`config.mk`:
```
export PLATFORM = sky130hd
export DESIGN_NAME = efuse_autoload
export DESIGN_NICKNAME = d
export VERILOG_FILES = /design/src/rtl/efuse_autoload.sv
export SDC_FILE = /design/constraint.sdc
export NUM_CORES = 1
export LEC_CHECK = 0
export CORE_ASPECT_RATIO = 0.5
export CORE_MARGIN = 2
export CORE_UTILIZATION = 30
export DETAILED_ROUTE_END_ITERATION = 8
export DONT_BUFFER_PORTS = 1
export HOLD_SLACK_MARGIN = 0.03
export PLACE_DENSITY = 0.5
export SYNTH_ARGS = -nofsm -noshare
export SYNTH_HDL_FRONTEND = slang
export SYNTH_SLANG_ARGS = --single-unit
```
`constraint.sdc`:
```
create_clock -name clk -period 15.8 [get_ports clk]
set_input_delay 3.16 -clock clk [delete_from_list [all_inputs] [get_ports clk]]
set_output_delay 3.16 -clock clk [all_outputs]
set_load 0.005 [all_outputs]
```
`src/rtl/efuse_autoload.sv`:
```
// Boot-time shadow loader: walks every efuse_read window after reset (or on
// request) and assembles the returned words into one shadow image.
module efuse_autoload #(
  parameter int unsigned NR      = 64,
  parameter int unsigned RSEL    = 256 / NR,
  parameter int unsigned TIMEOUT = 1024,
  localparam int unsigned SELW   = (RSEL > 1) ? $clog2(RSEL) : 1,
  localparam int unsigned TW     = $clog2(TIMEOUT)
) (
  input  logic                 clk,
  input  logic                 rst,
  input  logic                 reload_req,
  input  logic                 prog_busy,
  input  logic                 busy_read,
  input  logic                 read_done,
  input  logic [NR-1:0]        read_data,
  output logic                 read_start,
  output logic [SELW-1:0]      read_sel,
  output logic [NR*RSEL-1:0]   shadow_data,
  output logic                 shadow_valid,
  output logic                 load_busy,
  output logic                 load_done,
  output logic                 load_err
);

  localparam logic [1:0] ST_IDLE = 2'd0;
  localparam logic [1:0] ST_REQ  = 2'd1;
  localparam logic [1:0] ST_WAIT = 2'd2;
  localparam logic [1:0] ST_FIN  = 2'd3;

  logic [1:0]         state_q, state_d;
  logic               boot_pend_q, boot_pend_d;
  logic [SELW-1:0]    sel_q, sel_d;
  logic               start_q, start_d;
  logic [NR*RSEL-1:0] shadow_q, shadow_d;
  logic               valid_q, valid_d;
  logic               busy_q, busy_d;
  logic               done_q, done_d;
  logic               err_q, err_d;
  logic [TW-1:0]      timer_q, timer_d;

  always_comb begin
    state_d     = state_q;
    boot_pend_d = boot_pend_q;
    sel_d       = sel_q;
    start_d     = 1'b0;
    shadow_d    = shadow_q;
    valid_d     = valid_q;
    busy_d      = busy_q;
    done_d      = 1'b0;
    err_d       = err_q;
    timer_d     = timer_q;

    case (state_q)
      ST_IDLE: begin
        // A pending boot load and a reload request in the same cycle merge
        // into a single load.
        if (boot_pend_q || reload_req) begin
          state_d     = ST_REQ;
          boot_pend_d = 1'b0;
          sel_d       = '0;
          valid_d     = 1'b0;
          err_d       = 1'b0;
          busy_d      = 1'b1;
        end
      end

      ST_REQ: begin
        if (!busy_read && !prog_busy) begin
          state_d = ST_WAIT;
          start_d = 1'b1;
          timer_d = '0;
        end
      end

      ST_WAIT: begin
        if (read_done) begin
          for (int unsigned i = 0; i < RSEL; i++) begin
            if (sel_q == SELW'(i)) shadow_d[i*NR +: NR] = read_data;
          end
          if (sel_q == SELW'(RSEL - 1)) begin
            state_d = ST_FIN;
            done_d  = 1'b1;
          end else begin
            sel_d   = sel_q + SELW'(1);
            state_d = ST_REQ;
          end
        end else if (timer_q == TW'(TIMEOUT - 1)) begin
          err_d   = 1'b1;
          state_d = ST_FIN;
          done_d  = 1'b1;
        end else begin
          timer_d = timer_q + TW'(1);
        end
      end

      ST_FIN: begin
        // load_done is already high this cycle; the image is qualified on exit.
        state_d = ST_IDLE;
        busy_d  = 1'b0;
        valid_d = ~err_q;
      end

      default: state_d = ST_IDLE;
    endcase
  end

  always_ff @(posedge clk or posedge rst) begin
    if (rst) begin
      state_q     <= ST_IDLE;
      boot_pend_q <= 1'b1;
      sel_q       <= '0;
      start_q     <= 1'b0;
      shadow_q    <= '0;
      valid_q     <= 1'b0;
      busy_q      <= 1'b0;
      done_q      <= 1'b0;
      err_q       <= 1'b0;
      timer_q     <= '0;
    end else begin
      state_q     <= state_d;
      boot_pend_q <= boot_pend_d;
      sel_q       <= sel_d;
      start_q     <= start_d;
      shadow_q    <= shadow_d;
      valid_q     <= valid_d;
      busy_q      <= busy_d;
      done_q      <= done_d;
      err_q       <= err_d;
      timer_q     <= timer_d;
    end
  end

  assign read_start   = start_q;
  assign read_sel     = sel_q;
  assign shadow_data  = shadow_q;
  assign shadow_valid = valid_q;
  assign load_busy    = busy_q;
  assign load_done    = done_q;
  assign load_err     = err_q;

endmodule

```
## After elaboration in Yosys (flattened, before gate mapping)

Cells that the tools add are included.

- Reductions and logical operators: 19
- Order comparisons: 0
- Bitwise logic cells: 1
- Equality and inequality tests: 15
- Muxes and demuxes: 27
- Shifts and indexed selects: 0
- Multipliers: 0
- Add/subtract/negate cells: 2
- Div/mod/pow operators: 0

Operators by type and width:

| kind | number |
|---|---|
| $mux W10 | 3 |
| $pmux W10 S2 | 1 |
| $mux W2 | 8 |
| $reduce_and A3 Y1 | 5 |
| $ne A2 B2 Y1 const B | 7 |
| $reduce_and A4 Y1 | 3 |
| $add A10 B1 Y10 const B | 1 |
| $eq A10 B10 Y1 const B | 1 |
| $mux W1 | 10 |
| $eq A2 B2 Y1 const B | 4 |
| $pmux W2 S4 | 1 |
| $pmux W1 S2 | 3 |
| $reduce_bool A2 Y1 | 3 |
| $eq A2 B1 Y1 const B | 2 |
| $logic_not A2 Y1 | 2 |
| $pmux W2 S2 | 1 |
| $reduce_and A2 Y1 | 2 |
| $ne A3 B3 Y1 const B | 1 |
| $add A2 B1 Y2 const B | 1 |
| $logic_not A1 Y1 | 2 |
| $logic_and A1 B1 Y1 | 1 |
| $logic_or A1 B1 Y1 | 1 |
| $not A1 Y1 | 1 |

- Output and inout port bits: 263
- Bits in registers: 276
- Logic and storage cells: 77
- Memories: 0
- Bits of input ports: 70
- Bits in latches: 0
- Bits in read-only memories: 0
- Memory bits (writable): 0

## Longest topological paths before layout

Gate-level depths: netlist of the first run.

- Depth after elaboration: 4
- Mapped depth: 6
- Mapped depth without buffers: 5

## Worst setup path after synthesis of the first run

OpenSTA, ideal clock, no wires.

- Path kind: input -> register
- From: in read_done
- To: reg timer_q[3]
- Path slack: 11.345 ns
- Data required time: 15.676 ns
- Buffers on the path: 2
- Library setup time: 0.124 ns
- Data arrival time: 4.331 ns
- Stages on the path: 6
- Cells stage by stage: buf_6 -> or3b_1 -> buf_6 -> a31oi_4 -> nor2_4 -> a211o_1

- Longest elaborated chain between the ends: 2

Ends and longest elaborated chain:

| element | RTL line | text |
|---|---|---|
| from (decl) | 15 | `input logic read_done,` |
| $ne A2 B2 Y1 (no source line) | -- |  |
| $reduce_and A4 Y1 (no source line) | -- |  |
| to (signal assigned) | 130 | `timer_q <= timer_d;` |
| to (decl) | 40 | `logic [TW-1:0] timer_q, timer_d;` |

No other way between the ends.
A chain may end at the register's enable or synchronous reset.

==> results of run 1 <==
==> state kept, by name (all words and copies together) (netlist names) <==
signal and count:
shadow_data 256, timer_q 10, read_sel 2, state_q 2, boot_pend_q 1, load_busy 1
load_done 1, load_err 1, read_start 1, shadow_valid 1
==> metal layers <==
metal  share of wire  wire (um)  vias up
li1                -          -     2336
met1            0.38       9880     3010
met2            0.55      14500      114
met3           0.034        899       56
met4           0.036        931        0
met5               0          0        -
==> placed cells by master, fill, tap and decap left out, types with 3 or more instances in the layout <==
cell | synthesis | layout
a211o_1 | 4 | 4
a21o_1 | 6 | 6
a22o_1 | 3 | 3
buf_4 | 0 | 7
clkbuf_1 | 2 | 6
clkbuf_16 | 0 | 29
clkinv_2 | 0 | 5
dfrtp_1 | 275 | 275
ha_1 | 5 | 5
inv_1 | 5 | 4
mux2_2 | 258 | 258
nand2_1 | 7 | 7
nand3_1 | 4 | 4
nand3_4 | 0 | 4
nor2_1 | 3 | 3
nor3_1 | 4 | 4
nor4_1 | 3 | 3
o21ai_0 | 10 | 10
==> cells by family after synthesis <==
group           after synthesis
fa+ha+maj                     5
flops                       276
buf+inv                      35
compound gates               33
mux                         259
simple gates                 41
==> layout make-up <==
class	count	area share
sequential	276	0.575
multi-input combinational	338	0.293
clock buffer	37	0.0645
tap	475	0.0495
clock inverter	13	0.0115
timing repair buffer	7	0.00437
inverter	5	0.00219
==> power by group <==
part | switching, mW | internal, mW
clock network | 0.281 | 0.381
logic | 0.0780 | 0.129
registers | 0.142 | 0.853
==> how the worst min path moves through the flow <==
stage | from | end | slack [ps]
2_1_floorplan | boot_pend_q | boot_pend_q | 450
5_1_grt | boot_pend_q | boot_pend_q | 490
3_3_place_gp | boot_pend_q | boot_pend_q | 450
6_report | boot_pend_q | boot_pend_q | 460
4_1_cts | boot_pend_q | boot_pend_q | 470
3_5_place_dp | boot_pend_q | boot_pend_q | 460
==> per-stage QoR <==
stage / worst slack [ps] / power, mW / hold slack [ps] / instance area (um^2)
finish: 11570 / 1.86 / 462 / 12000
global route: 11280 / 1.96 / 490 / 12000
CTS: 11520 / 1.90 / 466 / 12000
detailed placement: 10930 / 1.22 / 457 / 11100
global placement: 10990 / 1.21 / 454 / 11100
floorplan: 5030 / 1.13 / 448 / 10600
==> reports/qor.csv, run 1 <==
stage;metric;value;unit
worst_hold_path;hold path depth;1;
synthesis;largest family of logic cells by synthesized area;multiplexers;
pwr;leakage;5.92;nW
finish;fillers;3342;
finish;Total Nets Final;731;
synthesis;Mapped Area;0.0106;mm^2
finish;area grow syn2layout;13.6;%
outcome;status;completed;
cts;CTS max path bufs;3;
critical_path;Critical Path Slowest Stage Cell;buf_4;
die;top-level I/O count;333;
die;die width;270;um
sta;RSZ-0062 raised after global routing;false;
run;number of max-cap violations;0;
cts;Reg clk slew, reported paths;60;ps
cts;worst skew pair latency;540;ps
die;initial core utilization;0.306;
synthesis;Post-Synth Simple-Gate Area;0.0253;
synthesis;compound-cell area share of the yosys netlist;0.0234;
die;die height;137;um
pwr;PD cells;155;mW/mm^2
critical_path;crit-path max cell delay;880;ps
sta;measured slew at the worst slew-check pin;1000;ps
critical_path;crit-path cells;inv_8, buf_4;
placement;HPWL reported at the end of detailed placement;18200;um
cts;# Post-CTS Setup Buffers;0;
synthesis;syn avg cell area;16.3;um^2
synthesis;FF+latch count, synth;276;
routing;drc violations;0;
routing;DR pass1 iterations;4;
routing;first-iteration detailed-routing DRC count;165;
synthesis;largest cells by area after synthesis;dfrtp_1 (65%), mux2_2 (27%), buf_2 (1.2%), ha_1 (0.59%), o21ai_0 (0.47%);
sta;Final Hold Fails;0;
synthesis;synth cell count leaders;dfrtp_1 (275), mux2_2 (258), buf_2 (26);
global_route;largest net degree at the start of global routing;123;
critical_path;critical path fanouts, max;122;
routing;Via density;4.79;
critical_path;worst setup path endpoint;shadow_data[16];
sta;setup TNS;0;ps
synthesis;Post-synth EDFFs;0;
finish;Util after Layout;0.347;
sta;Final setup viols;0;
global_route;GR Util met2;0.255;
synthesis;cell taking the most area after synthesis;dfrtp_1;
die;row cnt;48;
cts;clock buffer count from CTS;28;
die;CORE AREA;0.0346;mm^2
global_route;met3 usage in global routing;0.0300;
critical_path;delay-heaviest family, CP;buffers and inverters;
die;DIE AREA;0.0369;mm^2
critical_path;worst r2r path cells;5;
synthesis;xor/xnor share of the synthesized area;0;
synthesis;Cell variety after synth;39;
critical_path;Worst Path Arrival;4750;ps
routing;Final ANT Viol Nets;0;
sta;Final Cycle Share;0.268;
global_route;number of global-route vias before repair;5855;
sta;Final Critical Period;4230;ps
synthesis;mux contribution to synthesized area;0.276;
synthesis;Cells after Synth;649;
cts;CTS resizes;0;
global_route;global route overflow;0;
critical_path;Critical path origin;rst;
critical_path;setup slack, reg-to-reg;13210;ps
critical_path;critical setup path kind;primary input to asynchronous set/reset pin;
routing;WL per Instance;22.7;um
synthesis;share of the synthesized area in the top cell type;0.650;
finish;final antenna diode count;0;
sta;Clock Skew;17.3;ps
synthesis;Post-Synth Adder-Cell Area;0.00591;
critical_path;Setup crit end kind;asynchronous set/reset pin;
global_route;grt peak-use layer;met2;
global_route;first-pass GRT wire length;39100;um
pwr;maximum vdd drop;0.0000679;V
sta;Final Max Tran Viols;0;
synthesis;asr flop ratio synth;1.00;
finish;final non-filler cell total;1151;
sta;Max Freq;0.237;GHz
cts;hold_buf cts;0;
synthesis;Most used DFF post-synth;dfrtp_1;
routing;via count;5516;
synthesis;sequential share of the synthesized area;0.653;
routing;total wire length;26200;um
critical_path;Worst Path Buf+Inv;2;
cts;H-Tree Depth;1;
global_route;global routing usage on met1;0.159;
global_route;initial antenna violation count;0;
critical_path;Critical Path Stages;2;
placement;port buffer count;0;
cts;CTS sink count;276;
sta;Slew HR;0.330;
critical_path;Startpoint Class;primary input;
critical_path;r2r startpoint;state_q[1];
placement;final RePlAce weighted congestion;0.762;
finish;FF/Latch Area;0.00691;mm^2
synthesis;number of synthesis warnings;0;
synthesis;net count after synthesis;724;
critical_path;Worst Path Required;16320;ps
synthesis;top-count cell post-synth;dfrtp_1;
global_route;Total GRT Usage;0.138;
placement;Cells after DPL;1101;
cts;Root Buffer;clkbuf_16;
cts;CTS tree;done;
critical_path;Crit Reg-Reg Endpoint;shadow_data[25];
worst_hold_path;HP Class;flop to flop;
finish;Multi-input gate area;0.00352;mm^2
finish;layout cells sized above 1;0.473;
(Power assumes the default switching activity.)
==> run 2, diff against run 1 <==
clock period = 4.4 ns   (was 15.8 ns; I/O delays follow)
==> run 2 against run 1 <==
Die area unchanged. Clock skew decreased by 4.7 ps. Critical path type is now flop to flop. Worst setup slack got worse by 9800 ps. Utilization increased by 0.28 points. Hold slack got worse by 220 ps. Critical path depth increased by 3. Largest cell class unchanged. Sequential share of layout area decreased by 0.46 points.
==> reports/qor.csv, run 2 (synthesis results as in run 1) <==
stage;metric;value;unit;change
routing;via count;5548;;+0.58%
routing;drc violations;0;;unchanged
placement;dpl cell area;0.0111;mm^2;+0.21%
placement;port buffer count;0;;unchanged
global_route;largest net degree at the start of global routing;113;;-8.1%
finish;area grow syn2layout;14.5;%;
cts;# Post-CTS Setup Buffers;0;;unchanged
sta;Final Max Tran Viols;0;;unchanged
placement;HPWL reported at the end of detailed placement;18500;um;+1.7%
finish;most common cell after layout, fill and taps aside;dfrtp_1;;
global_route;number of global-route vias before repair;5718;;-2.3%
cts;CTS resizes;0;;unchanged
die;DIE AREA;0.0369;mm^2;unchanged
sta;Final Hold Fails;0;;unchanged
sta;RSZ-0062 raised after global routing;false;;
routing;first-iteration detailed-routing DRC count;199;;+21%
cts;hold_buf cts;0;;unchanged
critical_path;Crit Reg-Reg Endpoint;shadow_data[18];;
critical_path;Worst Path Arrival;3020;ps;-1730 ps
critical_path;critical setup path kind;flop to flop;;
critical_path;worst setup path endpoint;shadow_data[18];;
die;top-level I/O count;333;;unchanged
finish;Total Nets Final;733;;+0.27%
sta;Slew HR;0.519;;+0.189
routing;Final ANT Viol Nets;0;;unchanged
finish;Largest register FFs;256;;unchanged
die;CORE AREA;0.0346;mm^2;unchanged
critical_path;Worst Path Required;4820;ps;-11500 ps
global_route;first-pass GRT wire length;38800;um;-0.95%
finish;final antenna diode count;0;;unchanged
pwr;Pwr Total;6.86;mW;+270%
die;initial core utilization;0.306;;unchanged
global_route;Total GRT Usage;0.138;;about the same
sta;measured slew at the worst slew-check pin;722;ps;-283 ps
finish;Multi-input gate area;0.00352;mm^2;unchanged
critical_path;worst r2r path cells;5;;unchanged
run;number of max-cap violations;0;;unchanged
pwr;PD cells;566;mW/mm^2;+270%
outcome;status;completed;;
pwr;maximum vdd drop;0.000245;V;+260%
routing;WL per Instance;23.1;um;+1.4%
routing;total wire length;26600;um;+1.8%
cts;Root Buffer;clkbuf_16;;
finish;Util after Layout;0.350;;+0.00278
finish;layout cells sized above 1;0.481;;+0.00751
routing;DR pass1 iterations;4;;unchanged
cts;clock buffer count from CTS;28;;unchanged
critical_path;Setup crit end kind;flop;;
worst_hold_path;HP Class;primary input to asynchronous set/reset pin;;
cts;CTS tree;done;;
sta;Final setup viols;0;;unchanged
die;die height;137;um;unchanged
critical_path;crit-path cells;nor2b_1, buf_4, nand3_4, buf_4, mux2_2;;
critical_path;critical path fanouts, max;38;;-69%
cts;CTS sink count;276;;unchanged
sta;Final Critical Period;2590;ps;
die;row cnt;48;;unchanged
sta;setup TNS;0;ps;unchanged
critical_path;setup slack, reg-to-reg;1810;ps;-11400 ps
global_route;global route overflow;0;;unchanged
pwr;leakage;5.96;nW;+0.68%
cts;CTS max path bufs;3;;unchanged
sta;Final Cycle Share;0.589;;
sta;Max Freq;0.386;GHz;
cts;worst skew pair latency;540;ps;about the same
finish;most frequent cells in the layout;dfrtp_1 (275), mux2_2 (258), clkbuf_16 (29);;
routing;Via density;4.80;;+0.23%
finish;final instance area;0.0121;mm^2;+0.80%
finish;FF/Latch Area;0.00691;mm^2;unchanged
critical_path;Critical Path Slowest Stage Cell;dfrtp_1;;
critical_path;Critical path origin;state_q[1];;
cts;Reg clk slew, reported paths;60;ps;about the same
critical_path;most frequent CP cell;buf_4;;
global_route;initial antenna violation count;0;;unchanged
sta;Clock Skew;12.6;ps;-4.66 ps
placement;final RePlAce weighted congestion;0.792;;+3.8%
die;die width;270;um;unchanged
cts;H-Tree Depth;1;;unchanged
finish;fillers;3317;;-0.75%
critical_path;crit-path max cell delay;600;ps;-280 ps
critical_path;Startpoint Class;flop;;
critical_path;r2r startpoint;state_q[1];;
==> run 2: cell types whose count changed in the layout (fill, tap and decap cells not counted), moves of 2 or more <==
cell        before  now
bufinv_16        2    4
clkbuf_1         6    3
clkbuf_8         2    4
clkinv_2         5    7
clkinvlp_4       2    5
inv_6            2    0
inv_8            2    0
==> run 2: how the worst min path moves through the flow <==
stage                              to  slack [ps]        start  cells past startpoint
after floorplan           boot_pend_q         450  boot_pend_q                      1
after global placement    boot_pend_q         460  boot_pend_q                      1
after detailed placement  boot_pend_q         460  boot_pend_q                      1
after CTS                  timer_q[8]         240          rst                      1
after global routing       timer_q[8]         260          rst                      1
final                      timer_q[8]         250          rst                      1
==> run 2: through the flow <==
step                      hold WS [ps]  cells  setup WS [ps]
after global routing               259   1155           1670
after CTS                          236   1155           1780
final                              247   1155           1810
after global placement             459   1103           1820
after floorplan                    448    649           -131
after detailed placement           460   1103           1800
==> run 2: routing by layer <==
metal,part of all wire,track usage,wire length [um],up-vias
met5,0,0,0,-
li1,-,-,-,2354
met2,0.54,0.254,14500,130
met4,0.041,0.0602,1100,0
met1,0.36,0.151,9710,2996
met3,0.050,0.0404,1340,68
==> run 2: critical path: cells and delay by family (launching register included) <==
| family | cells | cell delay [ps] |
|---|---|---|
| buffers and inverters | 2 | 770 |
| flip-flops | 1 | 600 |
| multiplexers | 1 | 330 |
| AND/OR/NAND/NOR | 2 | 730 |
==> run 2: area by class of cell <==
class / instances / area share
clock buffer: 36 / 0.0654
clock inverter: 16 / 0.0160
inverter: 5 / 0.00186
multi-input combinational: 338 / 0.291
sequential: 276 / 0.570
tap: 475 / 0.0491
timing repair buffer: 9 / 0.00661
==> run 2: power by group <==
part           switching (mW)  leakage, nW  internal, mW
clock network            1.01        0.478          1.51
logic                   0.281         1.78         0.465
registers               0.528         3.71          3.06
total                    1.82         5.96          5.04
==> RTL change 1: new RTL, config.mk and constraints of run 2 <==
The parameter `TIMEOUT` goes from 1024 to 4096.
--- a/src/rtl/efuse_autoload.sv
+++ b/src/rtl/efuse_autoload.sv
@@ -3,7 +3,7 @@
 module efuse_autoload #(
   parameter int unsigned NR      = 64,
   parameter int unsigned RSEL    = 256 / NR,
-  parameter int unsigned TIMEOUT = 1024,
+  parameter int unsigned TIMEOUT = 4096,
   localparam int unsigned SELW   = (RSEL > 1) ? $clog2(RSEL) : 1,
   localparam int unsigned TW     = $clog2(TIMEOUT)
 ) (
Function: same outputs for any inputs over 4 cycles, from zero or initial values and one cycle with rst high; that may be too few to reach the edited logic, so the function may still have changed.
==> RTL change 1 against run 2 <==
  * Total power rose by 1.4%
  * Global-route usage rose by 0.38 points
  * Final area rose by 2.3%
  * Die area rose by 3.7%
  * Sequential cell count rose by 2
  * Wire length rose by 3.4%
  * Combinational power rose by 25%
  * Area after synthesis rose by 3.8%
  * Non-clock buffer count fell by 1
  * Setup slack got worse by 0.053 ns
  * Largest power group unchanged
==> RTL change 1: results (changes against run 2) <==
* Status: finished, final reports clean
* Synth cell count leaders: 277 x dfrtp_1, 199 x mux2_2, 60 x mux2_4
* Starting DRT DRC Count at 317 (+59%)
* Vias at 5702 (+2.8%)
* Max FO, Critical Path at 37 (-2.6%)
* PnR worst setup slack at 1.75 ns (-0.0533 ns)
* Cell count after synthesis at 671 (+3.4%)
* Layout cells sized above 1 at 0.460 (-0.0205)
* VDD IR max at 0.300 mV (+22%)
* Switching share of total power at 0.272 (+0.00676)
* Final WL at 27.5 mm (+3.4%)
* Final Hold Slack at 0.278 ns (+0.0313 ns)
* Static leakage at 6.22 nW (+4.2%)
* Clock share of power at 0.341 (-0.026)
* Layout fillers at 3451 (+4.0%)
* Sequential area share after synthesis at 0.634 (-0.0192)
* Crit path max-delay family: simple AND/OR/NAND/NOR gates
* Distinct cell type count after synthesis at 44 (+13%)
* Critical Path AT at 3.08 ns (+0.06 ns)
* Reg2reg path depth at 4 (-1)
* Worst skew pair latency at 0.56 ns (+0.02 ns)
* GP Congestion at 0.804 (+1.6%)
* Largest net degree at the start of global routing at 112 (-0.88%)
* First-pass GRT wire length at 41.6 mm (+7.2%)
* Top post-synthesis cells by area: dfrtp_1 63%, mux2_2 20%, mux2_4 8.2%
* R2R Setup Slk at 1.75 ns (-0.05 ns)
* Worst slack, placed at 1.72 ns (-0.0859 ns)
-- RTL change 1: metal layers --
| layer | vias up | track usage | share of wire |
|---|---|---|---|
| met4 | 0 | 0.0535 | 0.039 |
| met1 | 3061 | 0.171 | 0.39 |
| met3 | 56 | 0.0335 | 0.051 |
| met5 | - | 0 | 0 |
| li1 | 2421 | - | - |
| met2 | 164 | 0.247 | 0.52 |
-- RTL change 1: cell families after synthesis --
kind of cell             Yosys count  synth area share
flip-flops                       278             0.634
multiplexers                     260             0.287
AND/OR/NAND/NOR                   50            0.0267
buffers and inverters             40            0.0221
AO/OA/AOI/OAI                     38            0.0247
adder cells (fa/ha/maj)            5           0.00570
-- RTL change 1: cell type report --
cell class | instances | share of cell area
inverters | 8 | 0.00273
clock buffers | 36 | 0.0615
repair buffers | 8 | 0.00788
flip-flops and latches | 278 | 0.562
multi-input cells | 353 | 0.307
well taps | 484 | 0.0489
clock inverters | 12 | 0.0101
==> RTL change 2: new RTL, flow settings as in run 2 <==
Without the edit above. Register the output `read_start` once more, cleared by the reset; this adds one clock of latency there. The other outputs are not delayed to match.
--- a/src/rtl/efuse_autoload.sv
+++ b/src/rtl/efuse_autoload.sv
@@ -131,7 +131,13 @@
     end
   end
 
-  assign read_start   = start_q;
+  always_ff @(posedge clk or posedge rst) begin
+    if (rst) begin
+      read_start <= '0;
+    end else begin
+      read_start <= start_q;
+    end
+  end
   assign read_sel     = sel_q;
   assign shadow_data  = shadow_q;
   assign shadow_valid = valid_q;
Behaviour: not the same (Yosys sat finds a counterexample within 4 cycles, from zero or initial values and one cycle with rst high).
==> RTL change 2 against run 2 <==
  * Wire length decreased by 2.1%
  * Critical path type unchanged
  * Combinational power is essentially flat
  * Setup slack got worse by 0.0085 ns
  * Highest routed layer unchanged
  * Total power is essentially flat
  * Final area rose by 0.19%
  * Area after synthesis rose by 0.24%
  * Critical endpoint is now shadow_data[216]$_DFFE_PP0P_
  * Global-route usage shrank 0.15 points
  * Sequential cell count rose by 1
==> RTL change 2: results (changes against run 2) <==
* GP Congestion at 0.774 (-2.3%)
* IO buf count at 0 (unchanged)
* DRT Pass-1 Iters at 4 (unchanged)
* Syn nets at 725 (+0.14%)
* WL/cell at 22.6 um (-1.8%)
* Static leakage at 5.98 nW (+0.25%)
* Crit path max-delay family: buffers and inverters
* Met3 global-route usage at 0.0358 (-0.00456)
* Largest net degree at the start of global routing at 87 (-23%)
* Met1 global-route usage at 0.160 (+0.00941)
* Synth async-reset ratio at 1.00 (unchanged)
* Root Driver: clkbuf_16
* Max reg flops at 256 (unchanged)
* Max clock buf depth at 3 (unchanged)
* Dpl cell area at 11200 um^2 (+0.34%)
* Synthesized-area fraction occupied by xor and xnor cells at 0 (unchanged)
* Antenna violations before repair at 0 (unchanged)
* CTS Buf Count at 27 (-3.6%)
* Crit path largest cell delay at 0.60 ns (about the same)
* Vias at 5478 (-1.3%)
* Layout fillers at 3310 (-0.21%)
* First-pass GRT wire length at 39.0 mm (+0.60%)
* Highest-delay cell along the critical path: buf_4
* Starting DRT DRC Count at 250 (+26%)
* YS warnings at 0 (unchanged)
* H-tree lvl count at 1 (unchanged)
* Fraction of the mapped netlist area in adder cells at 0.00590 (-0.0000140)
* Layout cells sized above 1 at 0.477 (-0.00378)
* GRT Total Usage at 0.137 (-0.00155)
* Top post-synthesis cells by area: dfrtp_1 65%, mux2_2 27%, buf_2 1.2%
* Clk_skew at 0.0120 ns (-0.000589 ns)
* ANT cells at 0 (unchanged)
* Sequential area share after synthesis at 0.654 (+0.000819)
* HP Class: register to register
* Post-synthesis compound-gate area fraction at 0.0234 (-0.0000553)
* Met2 Resource Use GR at 0.250 (-0.00465)
* VDD IR max at 0.212 mV (-13%)
* Post-DP HPWL at 17.9 mm (-3.3%)
* R2R Setup Slk at 1.80 ns
* Final Hold Slack at 0.349 ns (+0.102 ns)
* Mux contribution to synthesized area at 0.275 (-0.000650)
* Critical Path AT at 3.02 ns (about the same)
* Status: finished, final reports clean
* Distinct cell type count after synthesis at 39 (unchanged)
* Setup Fix Bufs, Post-CTS at 0 (unchanged)
* Synth top area share at 0.651 (+0.000825)
* Switching share of total power at 0.261 (-0.00495)
* Worst skew pair latency at 0.54 ns (about the same)
* Vias in the first global route at 5895 (+3.1%)
* Synth cell count leaders: 276 x dfrtp_1, 258 x mux2_2, 26 x buf_2
* Max FO, Critical Path at 33 (-13%)
* Worst slew margin at 0.408 (-0.110)
* Clock-pin slew on the worst setup and hold paths at 0.07 ns
* Cells resized by post-CTS repair at 0 (unchanged)
[RTL change 2: cell types whose count changed in the layout (fill, tap and decap cells not counted), sizes merged]
cell,change
inv,+1
clkinv,-1
dfrtp,+1
clkinvlp,-3
clkbuf,-3
bufinv,+2
[RTL change 2: through the flow]
step	setup WS, ns	cells	setup TNS (ns)	util
after global placement	1.82	1104	0	0.322
after floorplan	-0.145	650	-39.89	-
after detailed placement	1.80	1104	0	0.322
after global routing	1.57	1152	0	0.350
after CTS	1.76	1152	0	0.350
final	1.80	1152	0	0.350
[RTL change 2: power by group through the flow]
stage               Sequential, W  Combinational, W  Clock (W)
floorplan                 0.00341          0.000666          0
CTS                       0.00361          0.000762    0.00262
global placement          0.00365          0.000724          0
detailed placement        0.00365          0.000760          0
finish                    0.00358          0.000747    0.00253
global route              0.00364          0.000832    0.00273
[RTL change 2: per-layer routing]
metal	up-vias	share of wire
li1	2358	-
met1	2962	0.39
met2	117	0.54
met3	41	0.046
met4	0	0.025
met5	-	0
[RTL change 2: path summary, 6_finish.rpt]
check | cells past startpoint | start | end
min in group asynchronous | 1 | rst | shadow_data[233]$_DFFE_PP0P_
setup reg to reg | 5 | state_q[1]$_DFFE_PP0P_ | shadow_data[216]$_DFFE_PP0P_
max in group asynchronous | 2 | rst | shadow_data[111]$_DFFE_PP0P_
hold / removal | 0 | start_q$_DFF_PP0_ | read_start$_DFF_PP0_
hold reg to reg | 0 | start_q$_DFF_PP0_ | read_start$_DFF_PP0_
setup / recovery | 5 | state_q[1]$_DFFE_PP0P_ | shadow_data[216]$_DFFE_PP0P_
[RTL change 2: logic make-up after synthesis]
kind of cell    after synthesis
flops                       277
mux                         259
simple gates                 41
buf+inv                      35
compound gates               33
fa+ha+maj                     5
[RTL change 2: worst reg2reg max path, delay by kind of cell, from the launching register on]
family	cells	cell delay, ns
muxes	1	0.44
buffers and inverters	2	0.82
and+or+nand+nor	2	0.70
DFF	1	0.54
[RTL change 2: layout make-up]
type | instances | area (um^2) | area share
Sequential cell | 277 | 6930 | 0.571
Multi-Input combinational cell | 338 | 3520 | 0.290
Clock buffer | 33 | 728 | 0.0600
Tap cell | 475 | 594 | 0.0490
Clock inverter | 15 | 243 | 0.0200
Timing Repair Buffer | 9 | 92.6 | 0.00763
Inverter | 5 | 22.5 | 0.00186
